## config.mk

```make
export PLATFORM = sky130hd
export DESIGN_NAME = ahb2_rr_arbiter_flat
export DESIGN_NICKNAME = d
export VERILOG_FILES = /design/src/rtl/ahb2_rr_arbiter_if.sv /design/src/rtl/ahb2_rr_arbiter.sv /design/src/flat_wrapper.sv
export SDC_FILE = /design/constraint.sdc
export NUM_CORES = 1
export LEC_CHECK = 0
export ABC_AREA = 1
export ABC_CLOCK_PERIOD_IN_PS = 1700
export BUFFER_PORTS_ARGS = -buffer_cell sky130_fd_sc_hd__buf_2
export CAP_MARGIN = 15
export CORE_AREA = 3 3 40 42
export CTS_CLUSTER_DIAMETER = 120
export DETAILED_ROUTE_END_ITERATION = 7
export DIE_AREA = 0 0 43 45
export PLACE_DENSITY = 0.63
export SYNTH_ARGS = -nofsm -noshare
export SYNTH_HDL_FRONTEND = slang
export SYNTH_SLANG_ARGS = --single-unit
```

## constraint.sdc

```tcl
create_clock -name clk -period 1.7 [get_ports clk]
set_input_delay 0.17 -clock clk [delete_from_list [all_inputs] [get_ports clk]]
set_output_delay 0.17 -clock clk [all_outputs]
set_load 0.005 [all_outputs]
```

## src/rtl/ahb2_rr_arbiter_if.sv

```systemverilog
// Bus-side signal bundle for ahb2_rr_arbiter: request/lock/transfer inputs and grant/owner outputs.
// The master modport is taken by the arbiter; the slave modport is for the fabric that consumes the grant.
interface ahb2_rr_arbiter_if #(
  parameter int MASTER_CNT      = 2,
  parameter int MASTER_ID_WIDTH = $clog2(MASTER_CNT)
);
  logic                       hready_i;
  logic [1:0]                 htrans_i;
  logic [MASTER_CNT-1:0]      hbusreq_vec_i;
  logic [MASTER_CNT-1:0]      hlock_vec_i;
  logic [MASTER_CNT-1:0]      hgrant_vec_o;
  logic [MASTER_ID_WIDTH-1:0] hmaster_o;
  logic [MASTER_ID_WIDTH-1:0] hmaster_data_o;
  logic                       hmastlock_o;

  modport master (
    input  hready_i, htrans_i, hbusreq_vec_i, hlock_vec_i,
    output hgrant_vec_o, hmaster_o, hmaster_data_o, hmastlock_o
  );

  modport slave (
    output hready_i, htrans_i, hbusreq_vec_i, hlock_vec_i,
    input  hgrant_vec_o, hmaster_o, hmaster_data_o, hmastlock_o
  );
endinterface

```

## src/rtl/ahb2_rr_arbiter.sv

```systemverilog
// Round-robin AHB2 arbiter with hlock support, burst holding and parking on DEFAULT_MST.
// Optional beat-limited burst hold is enabled by defining AHB2_ARB_MAXHOLD_EN.
module ahb2_rr_arbiter #(
  parameter int MASTER_CNT      = 2,
  parameter int MASTER_ID_WIDTH = $clog2(MASTER_CNT),
  parameter int DEFAULT_MST     = 0,
  parameter int MAX_HOLD        = 16
) (
  input  logic clk,
  input  logic rst_n,
  ahb2_rr_arbiter_if.master bus
);

  localparam logic [1:0] HTRANS_IDLE   = 2'b00;
  localparam logic [1:0] HTRANS_NONSEQ = 2'b10;
  localparam logic [MASTER_ID_WIDTH-1:0] DEFAULT_ID    = MASTER_ID_WIDTH'(DEFAULT_MST);
  localparam logic [MASTER_CNT-1:0]      DEFAULT_GRANT = MASTER_CNT'(1) << DEFAULT_MST;

  typedef enum logic [1:0] {
    ST_IDLE   = 2'd0,
    ST_GRANT  = 2'd1,
    ST_LOCKED = 2'd2
  } state_t;

  state_t                     state_reg, state_next;
  logic [MASTER_CNT-1:0]      hgrant_reg, hgrant_next;
  logic [MASTER_ID_WIDTH-1:0] rr_ptr_reg, rr_ptr_next;
  logic [MASTER_ID_WIDTH-1:0] hmaster_reg;
  logic [MASTER_ID_WIDTH-1:0] hmaster_data_reg;
  logic                       hmastlock_reg;

  logic [MASTER_ID_WIDTH-1:0] owner_idx;
  logic                       owner_lock;
  logic [2*MASTER_CNT-1:0]    req_dbl;
  logic [MASTER_CNT-1:0]      req_rot;
  logic                       winner_vld;
  logic [MASTER_ID_WIDTH-1:0] winner_idx;
  int                         rot_pos;
  int                         win_sum;
  logic                       trans_boundary;
  logic                       arb_open;
  logic                       rearb;

  always_comb begin
    owner_idx = '0;
    for (int i = 0; i < MASTER_CNT; i++) begin
      if (hgrant_reg[i]) owner_idx = owner_idx | MASTER_ID_WIDTH'(i);
    end
  end

  assign owner_lock     = bus.hlock_vec_i[owner_idx];
  assign trans_boundary = (bus.htrans_i == HTRANS_IDLE) || (bus.htrans_i == HTRANS_NONSEQ);

  // Requests rotated so bit 0 is the master just after the RR pointer; the
  // owner itself lands in the top bit and therefore only wins when alone.
  assign req_dbl = {bus.hbusreq_vec_i, bus.hbusreq_vec_i};
  assign req_rot = MASTER_CNT'(req_dbl >> (32'(rr_ptr_reg) + 32'd1));

  always_comb begin
    winner_vld = |bus.hbusreq_vec_i;
    rot_pos    = 0;
    for (int k = MASTER_CNT - 1; k >= 0; k--) begin
      if (req_rot[k]) rot_pos = k;
    end
    win_sum = int'(rr_ptr_reg) + 1 + rot_pos;
    if (win_sum >= MASTER_CNT) win_sum = win_sum - MASTER_CNT;
    winner_idx = MASTER_ID_WIDTH'(win_sum);
  end

`ifdef AHB2_ARB_MAXHOLD_EN
  localparam int HOLD_W = (MAX_HOLD > 1) ? $clog2(MAX_HOLD) : 1;

  logic [HOLD_W-1:0] beat_cnt_reg;
  logic              hold_expired;
  logic              other_req;

  assign hold_expired = (beat_cnt_reg == HOLD_W'(MAX_HOLD - 1));
  assign other_req    = |(bus.hbusreq_vec_i & ~hgrant_reg);
  assign arb_open     = trans_boundary || (hold_expired && other_req);

  // Saturates at the limit; a fresh owner always starts from zero.
  always_ff @(posedge clk or negedge rst_n) begin
    if (!rst_n) begin
      beat_cnt_reg <= '0;
    end else if (bus.hready_i) begin
      if (hgrant_next != hgrant_reg) begin
        beat_cnt_reg <= '0;
      end else if (bus.htrans_i[1] && !hold_expired) begin
        beat_cnt_reg <= beat_cnt_reg + HOLD_W'(1);
      end
    end
  end
`else
  assign arb_open = trans_boundary;
`endif

  always_comb begin
    state_next  = state_reg;
    hgrant_next = hgrant_reg;
    rr_ptr_next = rr_ptr_reg;
    rearb       = 1'b0;
    if (bus.hready_i) begin
      case (state_reg)
        ST_IDLE: rearb = 1'b1;
        ST_GRANT: begin
          if (arb_open) begin
            if (owner_lock) state_next = ST_LOCKED;
            else            rearb      = 1'b1;
          end
        end
        ST_LOCKED: begin
          // Once hlock drops, the in-flight transfer finishes under GRANT rules.
          if (!owner_lock) begin
            if (arb_open) rearb      = 1'b1;
            else          state_next = ST_GRANT;
          end
        end
        default: state_next = ST_IDLE;
      endcase
      if (rearb) begin
        if (winner_vld) begin
          hgrant_next = MASTER_CNT'(1) << winner_idx;
          rr_ptr_next = winner_idx;
          state_next  = ST_GRANT;
        end else begin
          hgrant_next = DEFAULT_GRANT;
          rr_ptr_next = DEFAULT_ID;
          state_next  = ST_IDLE;
        end
      end
    end
  end

  always_ff @(posedge clk or negedge rst_n) begin
    if (!rst_n) begin
      state_reg        <= ST_IDLE;
      hgrant_reg       <= DEFAULT_GRANT;
      rr_ptr_reg       <= DEFAULT_ID;
      hmaster_reg      <= DEFAULT_ID;
      hmaster_data_reg <= DEFAULT_ID;
      hmastlock_reg    <= 1'b0;
    end else if (bus.hready_i) begin
      state_reg        <= state_next;
      hgrant_reg       <= hgrant_next;
      rr_ptr_reg       <= rr_ptr_next;
      hmaster_reg      <= owner_idx;
      hmaster_data_reg <= hmaster_reg;
      hmastlock_reg    <= owner_lock;
    end
  end

  assign bus.hgrant_vec_o   = hgrant_reg;
  assign bus.hmaster_o      = hmaster_reg;
  assign bus.hmaster_data_o = hmaster_data_reg;
  assign bus.hmastlock_o    = hmastlock_reg;

endmodule

```

## src/flat_wrapper.sv

```systemverilog
// flat-port wrapper written by rule: the top's interface ports become plain ports
module ahb2_rr_arbiter_flat 
#(
  parameter int MASTER_CNT      = 2,
  parameter int MASTER_ID_WIDTH = $clog2(MASTER_CNT),
  parameter int DEFAULT_MST     = 0,
  parameter int MAX_HOLD        = 16
)
  (clk, rst_n, bus_hready_i, bus_htrans_i, bus_hbusreq_vec_i, bus_hlock_vec_i, bus_hgrant_vec_o, bus_hmaster_o, bus_hmaster_data_o, bus_hmastlock_o);
  ahb2_rr_arbiter_if #(.MASTER_CNT(MASTER_CNT), .MASTER_ID_WIDTH(MASTER_ID_WIDTH)) bus_i ();
  input  logic clk;
  input  logic rst_n;
  input wire logic [$bits(bus_i.hready_i)-1:0] bus_hready_i;
  input wire logic [$bits(bus_i.htrans_i)-1:0] bus_htrans_i;
  input wire logic [$bits(bus_i.hbusreq_vec_i)-1:0] bus_hbusreq_vec_i;
  input wire logic [$bits(bus_i.hlock_vec_i)-1:0] bus_hlock_vec_i;
  output wire logic [$bits(bus_i.hgrant_vec_o)-1:0] bus_hgrant_vec_o;
  output wire logic [$bits(bus_i.hmaster_o)-1:0] bus_hmaster_o;
  output wire logic [$bits(bus_i.hmaster_data_o)-1:0] bus_hmaster_data_o;
  output wire logic [$bits(bus_i.hmastlock_o)-1:0] bus_hmastlock_o;
  assign bus_i.hready_i = bus_hready_i;
  assign bus_i.htrans_i = bus_htrans_i;
  assign bus_i.hbusreq_vec_i = bus_hbusreq_vec_i;
  assign bus_i.hlock_vec_i = bus_hlock_vec_i;
  assign bus_hgrant_vec_o = bus_i.hgrant_vec_o;
  assign bus_hmaster_o = bus_i.hmaster_o;
  assign bus_hmaster_data_o = bus_i.hmaster_data_o;
  assign bus_hmastlock_o = bus_i.hmastlock_o;
  ahb2_rr_arbiter #(.MASTER_CNT(MASTER_CNT), .MASTER_ID_WIDTH(MASTER_ID_WIDTH), .DEFAULT_MST(DEFAULT_MST), .MAX_HOLD(MAX_HOLD)) u_core (.clk(clk), .rst_n(rst_n), .bus(bus_i));
endmodule
```

==> results.json <==
{
  "final_period_utilization_pct": 64.82,
  "critical_path_class": "flip-flop to flip-flop",
  "yosys.area_share.adder_pct": 0,
  "critPathCapture": "u_core.state_reg[1]$_DFFE_PN0P_",
  "synth.mux.area_fraction_pct": 2.857,
  "worstPathArrival_ns": 1.29,
  "ys_top_cells_by_area": "dfrtp_1 38%, nand2_1 13%, dfstp_2 6.7%",
  "synthSimpleGateAreaFrac_pct": 32.06,
  "synth_enable_flop_cells": 0,
  "hp-class": "input port to flip-flop",
  "main_combinational_cell_family_by_area_after_synthesis": "simple AND/OR/NAND/NOR gates",
  "tritoncts": "built",
  "postSynth.topFlopCell": "dfrtp_1",
  "boundaryPins": 14,
  "met2_length_um": 342,
  "post-route-drc-count": 0,
  "detail_route.vias_per_cell": 4.350,
  "dp_worst_setup_slack_ns": 0.5966,
  "finish.cell_count_without_fillers": 80,
  "timing.critical_path.cells": "inv_1 -> nand2_2 -> nand2_2 -> nor2_1 -> nor2_1 -> nand2_1 -> o21ai_1",
  "grtUsageTotal_pct": 10.00,
  "synth_seq_cells": 7,
  "worst_case_headroom_to_the_max_slew_limit_pct": 87.28,
  "powerDensity_nw_per_um2": 1559,
  "final_layout_size_suffix_gt1_share_pct": 40.00,
  "routabilityCongestion": 0.7579,
  "htreeDepth": 1,
  "xor_xnor_fraction_of_synth_area_pct": 0,
  "cts.repair_timing.setup_buffer_count": 0,
  "cts.sinks": 7,
  "worst_slew_pin_slew_ns": 0.1902,
  "die_area_um2": 1935,
  "maximum_number_of_pins_on_one_net_before_global_route_repair": 9,
  "synth_top_cell_area_share_pct": 38.10,
  "synth_compound_gate_area_share_pct": 9.841,
  "top_layer": "met4",
  "number_of_antenna_violations_at_the_first_check_in_global_routing": 0,
  "period_needed_ns": 1.102,
  "critical_path.startpoint_type": "flip-flop",
  "number_of_nets_with_antenna_violations_after_routing": 0,
  "peakVddDrop_mv": 0.5418,
  "post_synth_instance_area_um2": 394.1,
  "worst_setup_path_end_kind": "flip-flop",
  "largest_register_ffs": 2,
  "worstReg2RegEnd": "u_core.state_reg[1]$_DFFE_PN0P_",
  "r2r-start": "u_core.rr_ptr_reg$_DFFE_PN0P_",
  "wl_per_cell_um": 9.875,
  "synthArstFlopShare_pct": 100.0,
  "report.final.hold_viol_count": 0,
  "library_cell_with_the_highest_instance_count_after_synthesis": "nand2_1",
  "unrepaired_setup_endpoints_after_global_routing": "false",
  "filler_cell_count": 141,
  "placementRows": 13,
  "die_height_um": 45,
  "leakage_power_of_the_design_nw": 0.2609,
  "placement.io_buffers": 12,
  "worst_setup_hold_path_clk_slew_ns": 0.05,
  "diodes": 0,
  "yosys.cell_types.count": 18,
  "core_area_um2": 1285,
  "skew_ns": 0.005302,
  "placement.cell_area_um2": 454.2,
  "detailed_place_hpwl_um": 599.1,
  "critical_path_required_ns": 1.89,
  "synthesis.area_per_instance_um2": 7.883,
  "reg2reg_depth": 7,
  "layout.nets": 75,
  "max_cap_violations": 0,
  "numCtsBuffers": 3,
  "synth.yosys.warnings": 0,
  "insertion_delay_ns": 0.26,
  "finalCoreUtilization_pct": 38.17,
  "cp-startpoint": "u_core.rr_ptr_reg$_DFFE_PN0P_",
  "grt_pass1_vias": 309,
  "setup_ws_ns": 0.5981,
  "max_clock_freq_mhz": 907.5,
  "r2r_setup_slack_ns": 0.60,
  "finalHoldWorstSlack_ns": 0.2003,
  "ys_top_cells_by_count": "14 x nand2_1, 6 x dfrtp_1, 5 x inv_1",
  "dr_wl_met3_um": 80,
  "die_width_um": 43,
  "syn_to_final_growth_pct": 24.44,
  "drt_iter0_drc": 3,
  "initial_core_util_pct": 30.67,
  "buffer_type_at_the_clock_tree_root": "clkbuf_4",
  "status": "complete, no violations",
  "netlist_instances": 50,
  "synth.yosys.seq_area_share_pct": 44.76,
  "synth_top_area_cell": "dfrtp_1",
  "wirelength_met1_um": 345,
  "final.setup.tns_ns": 0,
  "setup-violations-final": 0,
  "critical_path.max_fanout": 5,
  "total_power_uw": 764.5,
  "dp_cells": 75,
  "detailroute.via_count": 348,
  "grt.overflow.total": 0,
  "cpPeakStageDelay_ns": 0.42,
  "drv_slew": 0,
  "max-clock-path-buffers": 2,
  "cell_with_the_largest_stage_delay_on_the_worst_path": "dfrtp_1",
  "detail_route.first_pass.iterations": 4,
  "drt-total-wl_um": 790,
  "grt_first_pass_wirelength_mm": 1.304,
  "layout.cell_area.non_filler_um2": 490.5,
  "syn-num-nets": 59
}
## cell families after synthesis
group,count (synthesis)
AND/OR/NAND/NOR,27
flip-flops,7
multiplexers,1
AO/OA/AOI/OAI,7
buffers and inverters,8
## worst min-delay path by stage
stage,to,from,cells past startpoint
after floorplan,u_core.bus.hmaster_data_o$_DFFE_PN0P_,rst_n,0
after global placement,u_core.bus.hmaster_o$_DFFE_PN0P_,rst_n,1
after detailed placement,u_core.bus.hmaster_o$_DFFE_PN0P_,rst_n,1
after CTS,u_core.rr_ptr_reg$_DFFE_PN0P_,bus_hbusreq_vec_i[1],3
after global routing,u_core.rr_ptr_reg$_DFFE_PN0P_,bus_hbusreq_vec_i[1],3
final,u_core.rr_ptr_reg$_DFFE_PN0P_,bus_hbusreq_vec_i[1],3
## cells in the final DEF, fill, tap and decap left out
master,count
nor2_1,4
a21oi_1,3
o21ai_2,1
o21ai_1,2
clkbuf_1,1
nor2_2,1
mux2_2,1
dfstp_2,1
or2_2,1
nand3_1,2
o21ai_0,1
nand2_2,4
inv_1,5
buf_2,12
dfrtp_1,6
clkbuf_4,3
nand2_4,1
dlygate4sd3_1,1
nand2_1,14
inv_2,1
## area by class of cell
cell class              instances  area [um2]  share of cell area (%)
clock buffers                   4       26.28                   5.357
repair buffers                 13       70.07                   14.29
inverters                       6       22.52                   4.592
flip-flops and latches          7       176.4                   35.97
well taps                      15       18.77                   3.827
multi-input cells              35       176.4                   35.97
## per-layer routing
metal  vias to the layer above  GRT usage, %
met5                         -             0
met4                         0         7.229
met3                         3         5.976
met2                        15         14.07
met1                       147         11.14
li1                        183             -
## where the power goes
part	internal, mW	leakage, nW	total, mW	switching [mW]
clock	0.0898	0.0150	0.155	0.0651
combinational	0.129	0.163	0.311	0.181
sequential	0.244	0.0830	0.299	0.0554
## repair_timing
action / CTS / global route
hold endpoints to repair: 7 / 0
hold buffers: 1 / 0
gates resized for setup: 0 / 0
## critical path: cells and delay by family (launching register included)
| kind | cells | cell delay (ns) |
|---|---|---|
| buffers and inverters | 1 | 0.10 |
| AND/OR/NAND/NOR | 5 | 0.44 |
| flip-flops | 1 | 0.42 |
| AO/OA/AOI/OAI | 1 | 0.07 |
Note: power is estimated with default switching activity, not from simulation.
